File: src/rtl/fpu_issue_ctrl_if.sv
// CPU-side request/response channel of the FPU issue controller.
// The CPU drives the master modport and the controller uses the slave modport.
interface fpu_issue_ctrl_if #(
  parameter int TAG_W = 5
) ();
  logic             req_valid;
  logic             req_ready;
  logic [2:0]       req_op;
  logic [TAG_W-1:0] req_rd;
  logic [31:0]      req_x1;
  logic [31:0]      req_x2;
  logic             rsp_valid;
  logic             rsp_ready;
  logic [31:0]      rsp_y;
  logic [TAG_W-1:0] rsp_rd;
  logic             rsp_err;

  modport master (
    output req_valid, req_op, req_rd, req_x1, req_x2, rsp_ready,
    input  req_ready, rsp_valid, rsp_y, rsp_rd, rsp_err
  );

  modport slave (
    input  req_valid, req_op, req_rd, req_x1, req_x2, rsp_ready,
    output req_ready, rsp_valid, rsp_y, rsp_rd, rsp_err
  );
endinterface

File: src/rtl/fpu_issue_ctrl.sv
// Issue/response controller between the CPU execute stage and the FPU: one request
// in flight, one-hot opcode pulse, watchdog timeout and sticky exception flags.
module fpu_issue_ctrl #(
  parameter int TIMEOUT = 64,
  parameter int TAG_W   = 5
) (
  input  logic            sys_clk,
  input  logic            rstn,
  fpu_issue_ctrl_if.slave cpu,
  output logic [7:0]      fpu_opcode,
  output logic [31:0]     fpu_x1,
  output logic [31:0]     fpu_x2,
  input  logic [31:0]     fpu_y,
  input  logic            fpu_valid,
  input  logic            fpu_ovf,
  input  logic            fpu_unf,
  output logic            flags_ovf,
  output logic            flags_unf,
  input  logic            flags_clr
);

  localparam int               CNT_W    = $clog2(TIMEOUT);
  localparam logic [CNT_W-1:0] CNT_LAST = CNT_W'(TIMEOUT - 1);

  typedef enum logic [1:0] {
    IDLE,
    ISSUE,
    WAIT,
    RESP
  } state_t;

  state_t           state;
  state_t           state_nxt;
  logic [CNT_W-1:0] wdog_cnt;
  logic [TAG_W-1:0] rd_q;
  logic [31:0]      rsp_y_q;
  logic [TAG_W-1:0] rsp_rd_q;
  logic             rsp_err_q;
  logic             accept;
  logic             capture;
  logic             expire;

  // NOTE: rstn is synchronous, so it is tested inside the clocked block and kept
  // out of the sensitivity list; registers use <= so they all see pre-edge values.
  always_ff @(posedge sys_clk) begin
    if (!rstn) state <= IDLE;
    else       state <= state_nxt;
  end

  // NOTE: every signal gets a default before the case so no path leaves it
  // unassigned and no latch is inferred.
  always_comb begin
    state_nxt = state;
    accept    = 1'b0;
    capture   = 1'b0;
    expire    = 1'b0;
    case (state)
      IDLE: begin
        if (cpu.req_valid) begin
          accept    = 1'b1;
          state_nxt = ISSUE;
        end
      end
      ISSUE: state_nxt = WAIT;
      WAIT: begin
        // A result arriving on the last watchdog cycle still counts as success.
        if (fpu_valid) begin
          capture   = 1'b1;
          state_nxt = RESP;
        end else if (wdog_cnt == CNT_LAST) begin
          expire    = 1'b1;
          state_nxt = RESP;
        end
      end
      RESP: begin
        if (cpu.rsp_ready) state_nxt = IDLE;
      end
      default: state_nxt = IDLE;
    endcase
  end

  always_ff @(posedge sys_clk) begin
    if (!rstn) begin
      fpu_opcode <= '0;
      fpu_x1     <= '0;
      fpu_x2     <= '0;
      rd_q       <= '0;
      wdog_cnt   <= '0;
      rsp_y_q    <= '0;
      rsp_rd_q   <= '0;
      rsp_err_q  <= 1'b0;
      flags_ovf  <= 1'b0;
      flags_unf  <= 1'b0;
    end else begin
      // The opcode is only ever loaded on acceptance, so it is one-hot for the ISSUE cycle alone.
      fpu_opcode <= accept ? (8'b1 << cpu.req_op) : 8'h00;
      if (accept) begin
        fpu_x1 <= cpu.req_x1;
        fpu_x2 <= cpu.req_x2;
        rd_q   <= cpu.req_rd;
      end

      if (state == ISSUE)     wdog_cnt <= '0;
      else if (state == WAIT) wdog_cnt <= wdog_cnt + CNT_W'(1);

      if (capture) begin
        rsp_y_q   <= fpu_y;
        rsp_rd_q  <= rd_q;
        rsp_err_q <= 1'b0;
      end else if (expire) begin
        rsp_y_q   <= '0;
        rsp_rd_q  <= rd_q;
        rsp_err_q <= 1'b1;
      end

      // A capture in the same cycle as a clear leaves the flag set.
      flags_ovf <= (flags_ovf & ~flags_clr) | (capture & fpu_ovf);
      flags_unf <= (flags_unf & ~flags_clr) | (capture & fpu_unf);
    end
  end

  assign cpu.req_ready = (state == IDLE) && rstn;
  assign cpu.rsp_valid = (state == RESP);
  assign cpu.rsp_y     = rsp_y_q;
  assign cpu.rsp_rd    = rsp_rd_q;
  assign cpu.rsp_err   = rsp_err_q;

endmodule

File: src/flat_wrapper.sv
// flat-port wrapper written by rule: the top's interface ports become plain ports
module fpu_issue_ctrl_flat 
#(
  parameter int TIMEOUT = 64,
  parameter int TAG_W   = 5
)
  (sys_clk, rstn, fpu_opcode, fpu_x1, fpu_x2, fpu_y, fpu_valid, fpu_ovf, fpu_unf, flags_ovf, flags_unf, flags_clr, cpu_req_valid, cpu_req_op, cpu_req_rd, cpu_req_x1, cpu_req_x2, cpu_rsp_ready, cpu_req_ready, cpu_rsp_valid, cpu_rsp_y, cpu_rsp_rd, cpu_rsp_err);
  fpu_issue_ctrl_if #(.TAG_W(TAG_W)) cpu_i ();
  input  logic sys_clk;
  input  logic rstn;
  output logic [7:0] fpu_opcode;
  output logic [31:0] fpu_x1;
  output logic [31:0] fpu_x2;
  input  logic [31:0] fpu_y;
  input  logic fpu_valid;
  input  logic fpu_ovf;
  input  logic fpu_unf;
  output logic flags_ovf;
  output logic flags_unf;
  input  logic flags_clr;
  input wire logic [$bits(cpu_i.req_valid)-1:0] cpu_req_valid;
  input wire logic [$bits(cpu_i.req_op)-1:0] cpu_req_op;
  input wire logic [$bits(cpu_i.req_rd)-1:0] cpu_req_rd;
  input wire logic [$bits(cpu_i.req_x1)-1:0] cpu_req_x1;
  input wire logic [$bits(cpu_i.req_x2)-1:0] cpu_req_x2;
  input wire logic [$bits(cpu_i.rsp_ready)-1:0] cpu_rsp_ready;
  output wire logic [$bits(cpu_i.req_ready)-1:0] cpu_req_ready;
  output wire logic [$bits(cpu_i.rsp_valid)-1:0] cpu_rsp_valid;
  output wire logic [$bits(cpu_i.rsp_y)-1:0] cpu_rsp_y;
  output wire logic [$bits(cpu_i.rsp_rd)-1:0] cpu_rsp_rd;
  output wire logic [$bits(cpu_i.rsp_err)-1:0] cpu_rsp_err;
  assign cpu_i.req_valid = cpu_req_valid;
  assign cpu_i.req_op = cpu_req_op;
  assign cpu_i.req_rd = cpu_req_rd;
  assign cpu_i.req_x1 = cpu_req_x1;
  assign cpu_i.req_x2 = cpu_req_x2;
  assign cpu_i.rsp_ready = cpu_rsp_ready;
  assign cpu_req_ready = cpu_i.req_ready;
  assign cpu_rsp_valid = cpu_i.rsp_valid;
  assign cpu_rsp_y = cpu_i.rsp_y;
  assign cpu_rsp_rd = cpu_i.rsp_rd;
  assign cpu_rsp_err = cpu_i.rsp_err;
  fpu_issue_ctrl #(.TIMEOUT(TIMEOUT), .TAG_W(TAG_W)) u_core (.sys_clk(sys_clk), .rstn(rstn), .cpu(cpu_i), .fpu_opcode(fpu_opcode), .fpu_x1(fpu_x1), .fpu_x2(fpu_x2), .fpu_y(fpu_y), .fpu_valid(fpu_valid), .fpu_ovf(fpu_ovf), .fpu_unf(fpu_unf), .flags_ovf(flags_ovf), .flags_unf(flags_unf), .flags_clr(flags_clr));
endmodule
File: config.mk
export PLATFORM = sky130hd
export DESIGN_NAME = fpu_issue_ctrl_flat
export DESIGN_NICKNAME = d
export VERILOG_FILES = /design/src/rtl/fpu_issue_ctrl_if.sv /design/src/rtl/fpu_issue_ctrl.sv /design/src/flat_wrapper.sv
export SDC_FILE = /design/constraint.sdc
export NUM_CORES = 1
export LEC_CHECK = 0
export CORE_MARGIN = 1
export CORE_UTILIZATION = 46
export CTS_BUF_LIST = sky130_fd_sc_hd__clkbuf_4
export CTS_CLUSTER_SIZE = 25
export DETAILED_ROUTE_END_ITERATION = 16
export GPL_TIMING_DRIVEN = 0
export PLACE_DENSITY = 0.88
export REMOVE_ABC_BUFFERS = 1
export SETUP_SLACK_MARGIN = 0.4
export SYNTH_ARGS = -nofsm -noshare
export SYNTH_HDL_FRONTEND = slang
export SYNTH_SLANG_ARGS = --single-unit
File: constraint.sdc
create_clock -name sys_clk -period 2.5 [get_ports sys_clk]
set_input_delay 0.25 -clock sys_clk [delete_from_list [all_inputs] [get_ports sys_clk]]
set_output_delay 0.25 -clock sys_clk [all_outputs]
set_load 0.1 [all_outputs]
Yosys cells after proc, flatten, opt, wreduce, memory -nomap -nowiden
Cells that the tools add are included.
Word-level totals
  bits in registers: 125
  logic and storage cells: 51
  output and inout bits: 114
Operators by class
  add/sub/neg operators: 1
  multiplexer cells: 16
  shift operators: 1
  reduce and logical (&&, ||, !) cells: 7
  eq/ne operators: 7
  bitwise operators: 8
Operators with widths (number)
  $mux 32: 2
  $mux 5: 2
  $mux 2: 4
  $pmux 2 s4: 1
  $shl 1x3->8 const A: 1
  $mux 1: 7
  $add 6x1->6 const B: 1
  $eq 6x6->1 const B: 1
  $and 1x1->1: 4
  $eq 2x2->1 const B: 2
  $ne 2x2->1 const B: 2
  $reduce_or 2->1: 2
  $ne 3x2->1 const B: 1
  $reduce_and 3->1: 1
  $eq 2x1->1 const B: 1
  $logic_not 2->1: 1
  $not 1->1: 2
  $or 1x1->1: 2
  $reduce_and 2->1: 1
  $reduce_bool 2->1: 1
  $logic_and 1x1->1: 1

Logic depth before layout (Yosys ltp)
  depth after elaboration: 6
  mapped depth: 7
  depth with buffers taken out: 5

Worst setup path before layout
No wires, ideal clock.
  path type: register to register
  start: register u_core.state[1]
  end: register u_core.state[1]
  data arrival time: 1.747 ns
  cell stages (with the launch flop): 6
  path buffers: 0
  slack: 0.681 ns
  path through: dfxtp_1 > ha_1 > nor2b_1 > a21oi_1 > o21ai_0 > mux2i_1
Between the ends
  longest elaborated chain between the ends: 3
RTL lines
  start, declared: RTL line fpu_issue_ctrl.sv:32  | state_t state;
  start signal, assigned: RTL line fpu_issue_ctrl.sv:47  | else state <= state_nxt;
  $eq 2x2->1 (*)
  named net cpu_rsp_valid: RTL line flat_wrapper.sv:28  | output wire logic [$bits(cpu_i.rsp_valid)-1:0] cpu_rsp_valid;
  $ne 2x2->1 (no line)
  $reduce_and 3->1 (no line)
Mark *: on every way through the listed nets, which the timed path passes. The rest lies on a longest branch.
A chain may end at the register's enable or synchronous reset.

Worst setup path in the final report
  start: register u_core.state[0]
  end: output cpu_req_ready
Between the ends
  longest elaborated chain between the ends: 2
RTL lines
  $logic_not 2->1: RTL line fpu_issue_ctrl.sv:122  | assign cpu.req_ready = (state == IDLE) && rstn;
  $logic_and 1x1->1: RTL line fpu_issue_ctrl.sv:122
  end, declared: RTL line flat_wrapper.sv:27  | output wire logic [$bits(cpu_i.req_ready)-1:0] cpu_req_ready;
No other way between the ends.

==> flow_summary.ini <==
[critical_path]
crit_path_start_kind = flip-flop
crit_slowest_cell = buf_2
path_buf_inv = 2
cp_max_fo = 5
cp-end-kind = primary output
critPathTopFamily = buffers and inverters
critical_path_class = reg2out
arrival_ps = 1770
worstPathCellList = inv_1 -> ha_1 -> and2_1 -> buf_2
crit_path_max_incr_delay_ps = 420
required_ps = 2250

[logic_synthesis]
synth_top_family_by_area = simple AND/OR/NAND/NOR gates
synth-compound-area-share = 0.198
synth.most_common_cell = nand2_1
synth_xor_area_frac = 0.00716
synth_mux_area_frac = 0.0143
synth_cell_types = 35
async_flop_share = 0
synth-edff-count = 0
syn_area_per_cell_um2 = 8.95
syn-cell-area_mm2 = 0.00490
synth_top_cells_by_area = dfxtp_1, nand2_1, o22ai_2
synth_simple_gate_area_share = 0.204
synth_top_area_cell = dfxtp_1
synthTopCellsByCount = nand2_1, dfxtp_1, a21boi_0
synthAdderAreaFrac = 0.0128
ys_warn_count = 0
ys_seq_area_frac = 0.511
synth_top_area_frac = 0.511
synth_seq_cells = 125
synth_ff_type = dfxtp_1
syn_inst = 547

[floorplan]
ioPinCount = 226
die_h_um = 105
initial_core_util = 0.474
rows = 37
core-area_mm2 = 0.0103
die_w_um = 105
dieArea_mm2 = 0.0111

[clock_tree]
clock-root-buffer = clkbuf_4
cts_buffer_depth = 2
clock_latency_ps = 500
cts_tree = built
h-tree-depth = 4
cts_buffers = 17
numClockSinks = 125
path_clk_slew_ps = 110
ctsHoldBuffers = 0

[power]
p_leak_nw = 3.22
powerDensity_mw_per_mm2 = 1000
power_mw = 7.40
ir_worst_vdd_v = 0.000658

[route]
ant_nets = 0
firstDrtPassIters = 4
vias = 4507
drc = 0
drt-total-wl_mm = 12.7
vias_per_cell = 4.99
avgRoutedWirePerCell_um = 14.0
drtIter0Drc = 212

[sta]
hold_viol = 0
finalCritPeriodShare = 0.810
period_minus_slack_ps = 2020
worst_slew_pin_slew_ps = 1020
rsz0062_at_grt = yes
fmax_mhz = 494
drv_slew = 0
setup_viol = 0
relSlewSlack = 0.320
skew_ps = 12.9

[outcome]
status = completed

[cells_and_area]
fin_cells = 904
fillers = 822
layout-drive-gt1-share = 0.0964
layout.area.seq_mm2 = 0.00250
area_growth_pct = 50.5
fin_nets = 872
multi_input_area_mm2 = 0.00215
stdcell_area_mm2 = 0.00737
antenna_cells = 0

[global_routing]
grt_pass1_vias = 4647
grt_pass1_wl_mm = 21.0
grt_usage = 0.239
antenna_found_initial = 0
grt_max_degree = 104
grt.overflow.total = 0

[job]
cap_viol_max_count = 0

[place]
portBuffers = 225
placed_cell_area_mm2 = 0.00717
hpwl_mm = 9.26
gp_congestion = 0.724
dpl.cell_count = 872

[min_path]
min_path_type = in2reg
==> sequential cells by signal, summed over array words and instances, names as in the netlist <==
name                count
u_core.cpu.rsp_y       32
u_core.fpu_x1          32
u_core.fpu_x2          32
u_core.fpu_opcode       8
u_core.wdog_cnt         6
u_core.cpu.rsp_rd       5
u_core.rd_q             5
u_core.state            2
u_core.cpu.rsp_err      1
u_core.flags_ovf        1
u_core.flags_unf        1
==> power by group <==
group,total [mW],internal [mW],switching (mW)
clock,1.55,0.792,0.762
combinational,3.43,0.750,2.68
sequential,2.41,2.27,0.138
==> cells by family (layout without fill, tap and decap cells) <==
| group | Yosys count | in the layout |
|---|---|---|
| DFF | 125 | 125 |
| and+or+nand+nor | 251 | 251 |
| xor gates and xnor gates | 4 | 4 |
| muxes | 7 | 7 |
| buffers and inverters | 44 | 265 |
| adders and majority gates | 5 | 5 |
| AOI/OAI and AO/OA | 111 | 111 |
==> path summary, 6_finish.rpt <==
kind / from / endpoint / slack [ps] / cells past startpoint
min: rstn / u_core.cpu.rsp_err / 190 / 3
min reg2reg: u_core.fpu_x2[24] / u_core.fpu_x2[24] / 450 / 2
max reg2reg: u_core.state[0] / u_core.fpu_x2[28] / 560 / 6
max: u_core.state[0] / cpu_req_ready / 480 / 4
==> layout by cell type, fill, tap and decap left out, types with 2 or more instances in the layout <==
cell type / count
nor3_1: 4
inv_1: 4
o22ai_2: 30
ha_1: 5
nor4_1: 2
clkinv_2: 2
mux2i_1: 7
buf_12: 2
nor2b_1: 3
clkinv_1: 2
o21ai_0: 2
clkinvlp_4: 2
dfxtp_1: 125
a21boi_0: 40
nand2_1: 219
nand3_1: 2
nand2b_1: 2
nand2_2: 2
buf_16: 2
a21boi_1: 29
clkinv_4: 4
xor2_1: 3
clkdlybuf4s50_1: 110
a32oi_1: 2
nor2_1: 8
a21oi_1: 4
o22ai_1: 2
dlygate4sd2_1: 111
bufinv_16: 4
clkbuf_4: 17
==> metrics by stage <==
stage               setup WS, ps  hold slack (ps)  utilization  setup TNS, ps
finish                       476              190        0.714              0
global route                 340              164        0.714              0
CTS                          291              153        0.714              0
detailed placement           265              444        0.695              0
global placement           -3090              440        0.685        -227450
floorplan                    183              327            -              0
==> layout make-up <==
type | instances | area share
Sequential cell | 125 | 0.340
Timing Repair Buffer | 229 | 0.299
Multi-Input combinational cell | 378 | 0.292
Clock inverter | 15 | 0.0267
Tap cell | 136 | 0.0231
Clock buffer | 17 | 0.0173
Inverter | 4 | 0.00204
==> worst reg2reg max path, stage by stage (launching register included) <==
cell and delay (ps):
dfxtp_1 350, inv_1 110, ha_1 250, and2_2 540, buf_12 290, nand2_1 120
a21boi_0 190
==> layer usage <==
layer,up-vias,global-route usage,share of wire
li1,2216,-,-
met4,0,0.153,0.051
met2,170,0.410,0.48
met3,49,0.0774,0.067
met1,2072,0.252,0.40
met5,-,0,0
==> repair_timing <==
| action | 4_1_cts | 5_1_grt |
|---|---|---|
| setup endpoints to repair | 115 | 37 |
| gates resized for setup | 119 | 4 |
| buffers inserted | 0 | 0 |
Note: power is estimated with default switching activity, not from simulation.
